--- config.mk ---
export PLATFORM = sky130hd
export DESIGN_NAME = posit_div_result_queue_flat
export DESIGN_NICKNAME = d
export VERILOG_FILES = /design/src/rtl/posit_div_result_queue_if.sv /design/src/rtl/posit_div_result_queue.sv /design/src/flat_wrapper.sv
export SDC_FILE = /design/constraint.sdc
export NUM_CORES = 1
export LEC_CHECK = 0
export BUFFER_PORTS_ARGS = -buffer_cell sky130_fd_sc_hd__buf_2
export CORE_MARGIN = 4
export CORE_UTILIZATION = 35
export DETAILED_ROUTE_END_ITERATION = 7
export SLEW_MARGIN = 20
export SYNTH_ARGS = -nofsm -noshare
export SYNTH_HDL_FRONTEND = slang
export SYNTH_SLANG_ARGS = --single-unit
--- constraint.sdc ---
create_clock -name clk -period 7.6 [get_ports clk]
set_input_delay 0.38 -clock clk [delete_from_list [all_inputs] [get_ports clk]]
set_output_delay 0.38 -clock clk [all_outputs]
set_load 0.1 [all_outputs]
--- src/rtl/posit_div_result_queue_if.sv ---
// ============================================================================
// posit_div_result_queue_if : result push and consumer pop handshake bundle
// Rev 1.0 - initial release
// ============================================================================
`default_nettype none

interface posit_div_result_queue_if #(
  parameter int N  = 32,
  parameter int TW = 4
);
  logic          in_valid;
  logic [N-1:0]  in_data;
  logic          in_inf;
  logic          in_zero;
  logic [TW-1:0] in_tag;
  logic          in_ready;
  logic          out_valid;
  logic          out_ready;
  logic [N-1:0]  out_data;
  logic [TW-1:0] out_tag;
  logic [1:0]    out_flags;

  modport slave (
    input  in_valid, in_data, in_inf, in_zero, in_tag, out_ready,
    output in_ready, out_valid, out_data, out_tag, out_flags
  );

  modport master (
    output in_valid, in_data, in_inf, in_zero, in_tag, out_ready,
    input  in_ready, out_valid, out_data, out_tag, out_flags
  );
endinterface

`default_nettype wire

--- src/rtl/posit_div_result_queue.sv ---
// ============================================================================
// posit_div_result_queue : DEPTH-entry result FIFO behind the posit divider
// Optional statistics counters: define POSIT_DIV_RESULT_QUEUE_STATS_EN
// Rev 1.0 - initial release
// ============================================================================
`default_nettype none

module posit_div_result_queue #(
  parameter int N     = 32,
  parameter int DEPTH = 4,
  parameter int TW    = 4,
  parameter int CW    = 16
) (
  input  logic                     clk,
  input  logic                     rst,
  posit_div_result_queue_if.slave  bus,
  output logic [$clog2(DEPTH):0]   count,
  output logic                     ovf_err,
  input  logic                     err_clr
`ifdef POSIT_DIV_RESULT_QUEUE_STATS_EN
  ,
  output logic [CW-1:0]            nar_cnt,
  output logic [CW-1:0]            zero_cnt
`endif
);

  localparam int AW   = $clog2(DEPTH);
  localparam int CNTW = AW + 1;
  localparam int EW   = N + TW + 2;
  localparam logic [CNTW-1:0] C_FULL = CNTW'(DEPTH);

  if (DEPTH < 2 || DEPTH > 16 || (DEPTH & (DEPTH - 1)) != 0 || CW < 1) begin : g_bad_param
    $error("posit_div_result_queue: illegal DEPTH or CW");
  end

  typedef enum logic [1:0] {
    S_EMPTY   = 2'd0,
    S_PARTIAL = 2'd1,
    S_FULL    = 2'd2
  } state_t;

  logic [EW-1:0]   r_mem [DEPTH];
  logic [AW-1:0]   r_wr_ptr;
  logic [AW-1:0]   r_rd_ptr;
  logic [CNTW-1:0] r_count;
  logic            r_ovf_err;

  state_t          w_state;
  logic            w_push;
  logic            w_pop;
  logic            w_ovf;
  logic [CNTW-1:0] w_count_nxt;
  logic [N-1:0]    w_wdata;
  logic [1:0]      w_wflags;
  logic [EW-1:0]   w_head;

  // Occupancy is the state; the enum only names its three regions.
  always_comb begin
    w_state     = S_PARTIAL;
    w_count_nxt = r_count;
    if (r_count == '0) begin
      w_state = S_EMPTY;
    end else if (r_count == C_FULL) begin
      w_state = S_FULL;
    end
    w_push = bus.in_valid && (w_state != S_FULL);
    w_pop  = bus.out_ready && (w_state != S_EMPTY);
    w_ovf  = bus.in_valid && (w_state == S_FULL);
    case ({w_push, w_pop})
      2'b10:   w_count_nxt = r_count + CNTW'(1);
      2'b01:   w_count_nxt = r_count - CNTW'(1);
      default: w_count_nxt = r_count;
    endcase
  end

  // NaR takes priority over zero when the divider flags both.
  always_comb begin
    w_wdata  = bus.in_data;
    w_wflags = 2'b00;
    if (bus.in_inf) begin
      w_wdata  = {1'b1, {(N-1){1'b0}}};
      w_wflags = 2'b10;
    end else if (bus.in_zero) begin
      w_wdata  = '0;
      w_wflags = 2'b01;
    end
  end

  always_ff @(posedge clk) begin
    if (!rst && w_push) begin
      r_mem[r_wr_ptr] <= {w_wflags, bus.in_tag, w_wdata};
    end
  end

  always_ff @(posedge clk) begin
    if (rst) begin
      r_wr_ptr  <= '0;
      r_rd_ptr  <= '0;
      r_count   <= '0;
      r_ovf_err <= 1'b0;
    end else begin
      if (w_push) begin
        r_wr_ptr <= r_wr_ptr + 1'b1;
      end
      if (w_pop) begin
        r_rd_ptr <= r_rd_ptr + 1'b1;
      end
      r_count <= w_count_nxt;
      if (w_ovf) begin
        r_ovf_err <= 1'b1;
      end else if (err_clr) begin
        r_ovf_err <= 1'b0;
      end
    end
  end

  assign w_head        = r_mem[r_rd_ptr];
  assign bus.in_ready  = (w_state != S_FULL);
  assign bus.out_valid = (w_state != S_EMPTY);
  assign bus.out_data  = w_head[N-1:0];
  assign bus.out_tag   = w_head[N +: TW];
  assign bus.out_flags = w_head[EW-1 -: 2];
  assign count         = r_count;
  assign ovf_err       = r_ovf_err;

`ifdef POSIT_DIV_RESULT_QUEUE_STATS_EN
  logic [CW-1:0] r_nar_cnt;
  logic [CW-1:0] r_zero_cnt;
  logic          w_cnt_nar;
  logic          w_cnt_zero;

  assign w_cnt_nar  = w_push && (w_wflags == 2'b10);
  assign w_cnt_zero = w_push && (w_wflags == 2'b01);

  // A clear coinciding with a counted push leaves that push counted.
  always_ff @(posedge clk) begin
    if (rst) begin
      r_nar_cnt  <= '0;
      r_zero_cnt <= '0;
    end else if (err_clr) begin
      r_nar_cnt  <= CW'(w_cnt_nar);
      r_zero_cnt <= CW'(w_cnt_zero);
    end else begin
      if (w_cnt_nar && (r_nar_cnt != '1)) begin
        r_nar_cnt <= r_nar_cnt + CW'(1);
      end
      if (w_cnt_zero && (r_zero_cnt != '1)) begin
        r_zero_cnt <= r_zero_cnt + CW'(1);
      end
    end
  end

  assign nar_cnt  = r_nar_cnt;
  assign zero_cnt = r_zero_cnt;
`endif

endmodule

`default_nettype wire

--- src/flat_wrapper.sv ---
// flat-port wrapper written by rule: the top's interface ports become plain ports
module posit_div_result_queue_flat 
#(
  parameter int N     = 32,
  parameter int DEPTH = 4,
  parameter int TW    = 4,
  parameter int CW    = 16
)
  (clk, rst, count, ovf_err, err_clr, bus_in_valid, bus_in_data, bus_in_inf, bus_in_zero, bus_in_tag, bus_out_ready, bus_in_ready, bus_out_valid, bus_out_data, bus_out_tag, bus_out_flags);
  posit_div_result_queue_if #(.N(N), .TW(TW)) bus_i ();
  input  logic clk;
  input  logic rst;
  output logic [$clog2(DEPTH):0] count;
  output logic ovf_err;
  input  logic err_clr;
  input wire logic [$bits(bus_i.in_valid)-1:0] bus_in_valid;
  input wire logic [$bits(bus_i.in_data)-1:0] bus_in_data;
  input wire logic [$bits(bus_i.in_inf)-1:0] bus_in_inf;
  input wire logic [$bits(bus_i.in_zero)-1:0] bus_in_zero;
  input wire logic [$bits(bus_i.in_tag)-1:0] bus_in_tag;
  input wire logic [$bits(bus_i.out_ready)-1:0] bus_out_ready;
  output wire logic [$bits(bus_i.in_ready)-1:0] bus_in_ready;
  output wire logic [$bits(bus_i.out_valid)-1:0] bus_out_valid;
  output wire logic [$bits(bus_i.out_data)-1:0] bus_out_data;
  output wire logic [$bits(bus_i.out_tag)-1:0] bus_out_tag;
  output wire logic [$bits(bus_i.out_flags)-1:0] bus_out_flags;
  assign bus_i.in_valid = bus_in_valid;
  assign bus_i.in_data = bus_in_data;
  assign bus_i.in_inf = bus_in_inf;
  assign bus_i.in_zero = bus_in_zero;
  assign bus_i.in_tag = bus_in_tag;
  assign bus_i.out_ready = bus_out_ready;
  assign bus_in_ready = bus_i.in_ready;
  assign bus_out_valid = bus_i.out_valid;
  assign bus_out_data = bus_i.out_data;
  assign bus_out_tag = bus_i.out_tag;
  assign bus_out_flags = bus_i.out_flags;
  posit_div_result_queue #(.N(N), .DEPTH(DEPTH), .TW(TW), .CW(CW)) u_core (.clk(clk), .rst(rst), .bus(bus_i), .count(count), .ovf_err(ovf_err), .err_clr(err_clr));
endmodule
# Word-level counts from Yosys, hierarchy flattened
# Memory sizes are Yosys's and may differ from the RTL's. A register that Yosys moved wholly into a read port is not among the register bits.
# Cells that the tools add are included.
# classes
muxes	13
reduce_logical	9
n_addsub	4
eq_ne	5
# ops
cell	n
two-way mux 32 bit	2
two-way mux 2 bit	5
one-hot mux 3 bit (2 select lines)	1
nonzero test 2 bit	3
two-way mux 1 bit	5
adder 2 x 1 -> 2 bit (second input constant)	2
equality test 2 bit (second input constant)	2
logical AND 1 bit	4
adder 3 x 1 -> 3 bit (second input constant)	1
equality test 3 bit (second input constant)	1
logical NOT 3 bit	1
subtractor 3 x 1 -> 3 bit (second input constant)	1
equality test 2 x 1 -> 1 bit (second input constant)	1
!= test 2 bit (second input constant)	1
logical NOT 1 bit	1
# word_totals
output_inout_bits	44
reg_bits	8
word_cells	36
mem_count	1
inputBits	43
ram_bits	152
# memory_table
name	depth	word_bits	rd	rd_ports_with_merged_regs	wr	line_no	source
u_core.r_mem	4	38	1	1	1	posit_div_result_queue.sv:42	logic [EW-1:0] r_mem [DEPTH];

# Depth between registers and ports, before layout
# logic_depth
depth_word	8
ltp_mapped	9
depth_no_buf	8

# Worst setup path before layout
# OpenSTA, ideal clock, no wires.
# synth_timing
path_type	reg2reg
startpoint	register u_core.r_count[0], in the netlist u_core.count[0]
endpoint	memory u_core.r_mem[3][0] (netlist name), enable pin
stages_incl_launch_ff	5
setup_slack_ns	2.592
arrival_time_ns	4.520
period_less_slack_ns	5.008
path_cell_list	dfxtp_1 -> or3b_1 -> buf_6 -> nand2_1 -> nor3b_1
# synth_between
elab_chain_len	8
word_cells_on_any_way	9
classes_between	2 x eq/ne; 4 x mux; 3 x reduce/logical
# synth_rtl
item	line_no	source
start, declared	posit_div_result_queue.sv:45	logic [CNTW-1:0] r_count;
start signal, assigned	posit_div_result_queue.sv:108	r_count <= w_count_nxt;
equality test 3 bit	posit_div_result_queue.sv:63	end else if (r_count == C_FULL) begin
two-way mux 2 bit	posit_div_result_queue.sv:63	
two-way mux 2 bit *	posit_div_result_queue.sv:61	if (r_count == '0) begin
!= test 2 bit *	-	
net bus_in_ready	flat_wrapper.sv:22	output wire logic [$bits(bus_i.in_ready)-1:0] bus_in_ready;
logical AND 1 bit *	posit_div_result_queue.sv:66	w_push = bus.in_valid && (w_state != S_FULL);
logical AND 1 bit *	posit_div_result_queue.sv:90	if (!rst && w_push) begin
two-way mux 1 bit *	posit_div_result_queue.sv:90	
two-way mux 1 bit (not written as such) *	posit_div_result_queue.sv:91	r_mem[r_wr_ptr] <= {w_wflags, bus.in_tag, w_wdata};
end, declared	posit_div_result_queue.sv:42	
# Mark *: on every way through the listed nets, which the timed path passes. The rest lies on a longest branch.

==> metrics.md <==
| Metric | Value |
|---|---|
| Detailed Route WL | 11.7 mm |
| Final setup skew | 12.6 ps |
| Routability congestion estimate | 0.743 |
| Final clock period utilization by the worst path | 35.8% |
| Endpoints failing hold | 0 |
| Number of cells after detailed placement | 593 |
| Maximum Capacitance Violations | 0 |
| Kind of end point of the critical path | output port |
| Total internal power | 1.71 mW |
| Number of post-CTS setup repair buffers | 0 |
| TNS Setup | 0 ps |
| Routed via count | roughly 3000 |
| Initial cell density of the core | between 30 and 40% |
| Worst-case clock buffer depth | 2 |
| CTS Buf Count | 17 |
| Fin nets | 436 |
| Sequential Power Share | 38.4% |
| Critical path buffer and inverter count | 1 |
| H-tree lvl count | 4 |
| Post-CTS Hold Buffers | 0 |
| Number of nets with antenna violations after detailed routing | 0 |
| Floorplan die width | 141 um |
| Cell row count | 48 |
| Worst Min Path Start | bus_in_tag[3] |
| Share of the yosys chip area belonging to registers | between 70% and 80% |
| Die span in y | ~140 um |
| Setup slack, reg-to-reg | roughly 5000 ps |
| Unrepaired setup endpoints after global routing | false |
| Crit path cell chain | mux4_2, buf_2 |
| Capturing point of the worst reg2reg path | u_core.count[2] |
| Number of standard cells after synthesis | 291 |
| Clock Root Buffer | sky130_fd_sc_hd__clkbuf_16 |
| Core footprint | approximately 17000 um2 |
| Utilization of the core after routing | 42.9% |
| Fraction of layout cells with a size suffix above 1 | 41.5% |
| Post-synthesis net count | 340 |
| Part of the total power dissipated in the clock network | 25.8% |
| Mean number of vias per cell | 4.81 |
| Synth warnings | 0 |
| Ant diodes | 0 |
| Synth cell types | 28 |
| Lkg Pwr | roughly 2.5 nW |
| Peak VDD IR | 0.453 mV |
| Largest net degree at the start of global routing | 39 |
| Most frequent cells in the layout | 152 x sky130_fd_sc_hd__edfxtp_1, 86 x sky130_fd_sc_hd__buf_2, 38 x sky130_fd_sc_hd__mux4_2, 31 x sky130_fd_sc_hd__and2_1, 17 x sky130_fd_sc_hd__clkbuf_16 |
| Pins Over Slew Limit | 0 |
| Average wire per standard cell | 18.7 um |
| I/O pin total | 87 |
| Maximum clock rate | 0.368 GHz |
| Run status | complete, no violations |
| WP depth | 2 |
| Clock tree from TritonCTS | yes |
| Final HPWL from detailed placement | 6.84 mm |
| Worst hold-check path type | input port to register |
| Sum of internal, switching and leakage power | 2.92 mW |
| Worst slack, placed | 5030 ps |
| Antenna violations before repair | 1 |
| Smallest setup slack after layout | between 4000 and 5000 ps |
| Synthesized area per cell | 21.4 um2 |
| Critical path class | register to output port |
| Area growth, synth to finish | 19.6% |
| Vias in the first global route | 3304 |
| Area enclosed by the die boundary | 20000 um2 |
| Switching pwr | 1.21 mW |
| PwrDens | 392 nW/um2 |
| Minimum clock period after layout | approximately 2700 ps |
| Combinational share of power | 35.8% |
| Quantity of gates resized following cts | 0 |
| Worst slew margin relative to its limit | between 20 and 30% |
| Mapped Area | 6220 um2 |
| Cell with the largest stage delay on the worst path | sky130_fd_sc_hd__dfxtp_2 |
| Crit path max fanout | 38 |
| Worst r2r path cells | 8 |
| Worst endpoint data arrival time | about 2300 ps |
| Total setup violations reported at the end of the flow | 0 |
| Final standard cell count with taps included and fillers excluded | roughly 630 |
| Number of clock sinks | 162 |
| Data required time at the worst endpoint | 7220 ps |
| Count of port buffers added during placement | 86 |
| Overall routing resource usage | between 10% and 20% |
| Switching part of the total | between 40 and 50% |
| End point of the critical path | bus_out_data[31] |
| First-pass GRT wire length | 18.2 mm |
| Clock slew at the register clock pins of the worst setup and hold paths | 60 ps |
| Cell family with most CP delay | flip-flops |
| Worst setup SP type | register |
| Register bit total from synthesis | 162 |
| Worst Max-Slew Pin Slew | roughly 1100 ps |
| Final routed DRC violation total | 0 |
| Beginning of the worst register-to-register path | u_core.count[2] |
| DR iter-0 viols | roughly 160 |
| Critical Path Max Stage Delay | 1030 ps |
| Overflow left after global routing | 0 |
| Leading cell type in the layout, fill and taps excluded | sky130_fd_sc_hd__edfxtp_1 |
| Insertion delay to the later sink of the worst-skew pair | 420 ps |
| Initial DRT Pass Iterations | 4 |
[synthesized netlist by cell type, drive strengths merged]
library cell	number	area, um2
a21o	3	22.5
a21oi	4	27.5
a41oi	1	8.76
and2	31	194
buf	9	65.1
clkbuf	4	15.0
dfxtp	10	200
edfxtp	152	4560
fa	1	20.0
ha	5	62.6
inv	6	22.5
mux4	38	856
nand2	1	3.75
nand3	2	10.0
nor2	9	33.8
nor2b	1	6.26
nor3b	4	30.0
o21ai	1	5.00
o311ai	1	8.76
o31a	1	10.0
or3	2	15.0
or3b	1	8.76
xnor2	1	8.76
xor2	3	26.3
[cell type report]
cell class	count	area, um2
clock buffer	19	433
clock inverter	13	95.1
fill	1521	9910
inverter	6	22.5
multi-input combinational	110	1390
sequential	162	4770
tap	225	282
timing repair buffer	90	460
[metrics by stage]
stage | area, um2 | hold slack, ps
CTS | 7450 | 161
global route | 7450 | 157
finish | 7450 | 181
detailed placement | 6920 | 538
floorplan | 6220 | 479
global placement | 6920 | 507
[logic make-up (layout without fill, tap and decap cells)]
| logic type | Yosys count | in the layout | synth area share [%] |
|---|---|---|---|
| muxes | 38 | 38 | 13.7 |
| buffers and inverters | 19 | 128 | 1.65 |
| and+or+nand+nor | 51 | 51 | 4.84 |
| AOI/OAI and AO/OA | 11 | 11 | 1.33 |
| DFF | 162 | 162 | 76.5 |
| xor gates and xnor gates | 4 | 4 | 0.563 |
| adders and majority gates | 6 | 6 | 1.33 |
[per-layer routing]
layer / vias up / share of wire (%) / global-route usage [%]
met5: - / 0.060 / 0
met4: 2 / 0.94 / 4.44
met3: 10 / 5.1 / 4.18
met2: 78 / 49 / 19.6
met1: 1558 / 45 / 15.7
li1: 1360 / - / -
[worst min path at each step]
stage / to / slack (ps) / depth (start not counted)
detailed placement: u_core.r_rd_ptr[0] / 540 / 2
global route: u_core.r_mem[2][34] / 160 / 1
global placement: register / 510 / 2
CTS: u_core.r_mem[2][34] / 160 / 1
finish: u_core.r_mem[2][35] / 180 / 1
floorplan: u_core.r_mem[0][32] / 480 / 0
[flip-flops by register name, summed over array words and instances, names as in the netlist, named ones only]
register	flops
u_core.r_wr_ptr	2
u_core.ovf_err	1
u_core.count	3
u_core.r_rd_ptr	2
u_core.r_mem	152
[power by group through the flow]
stage	Combinational (mW)	Clock, mW	Sequential [mW]
3_5_place_dp	1.05	0	1.15
4_1_cts	1.06	0.777	1.13
6_report	1.04	0.755	1.12
5_1_grt	1.08	0.820	1.14
2_1_floorplan	0.927	0	1.12
3_3_place_gp	1.05	0	1.14
(Power assumes the default switching activity.)
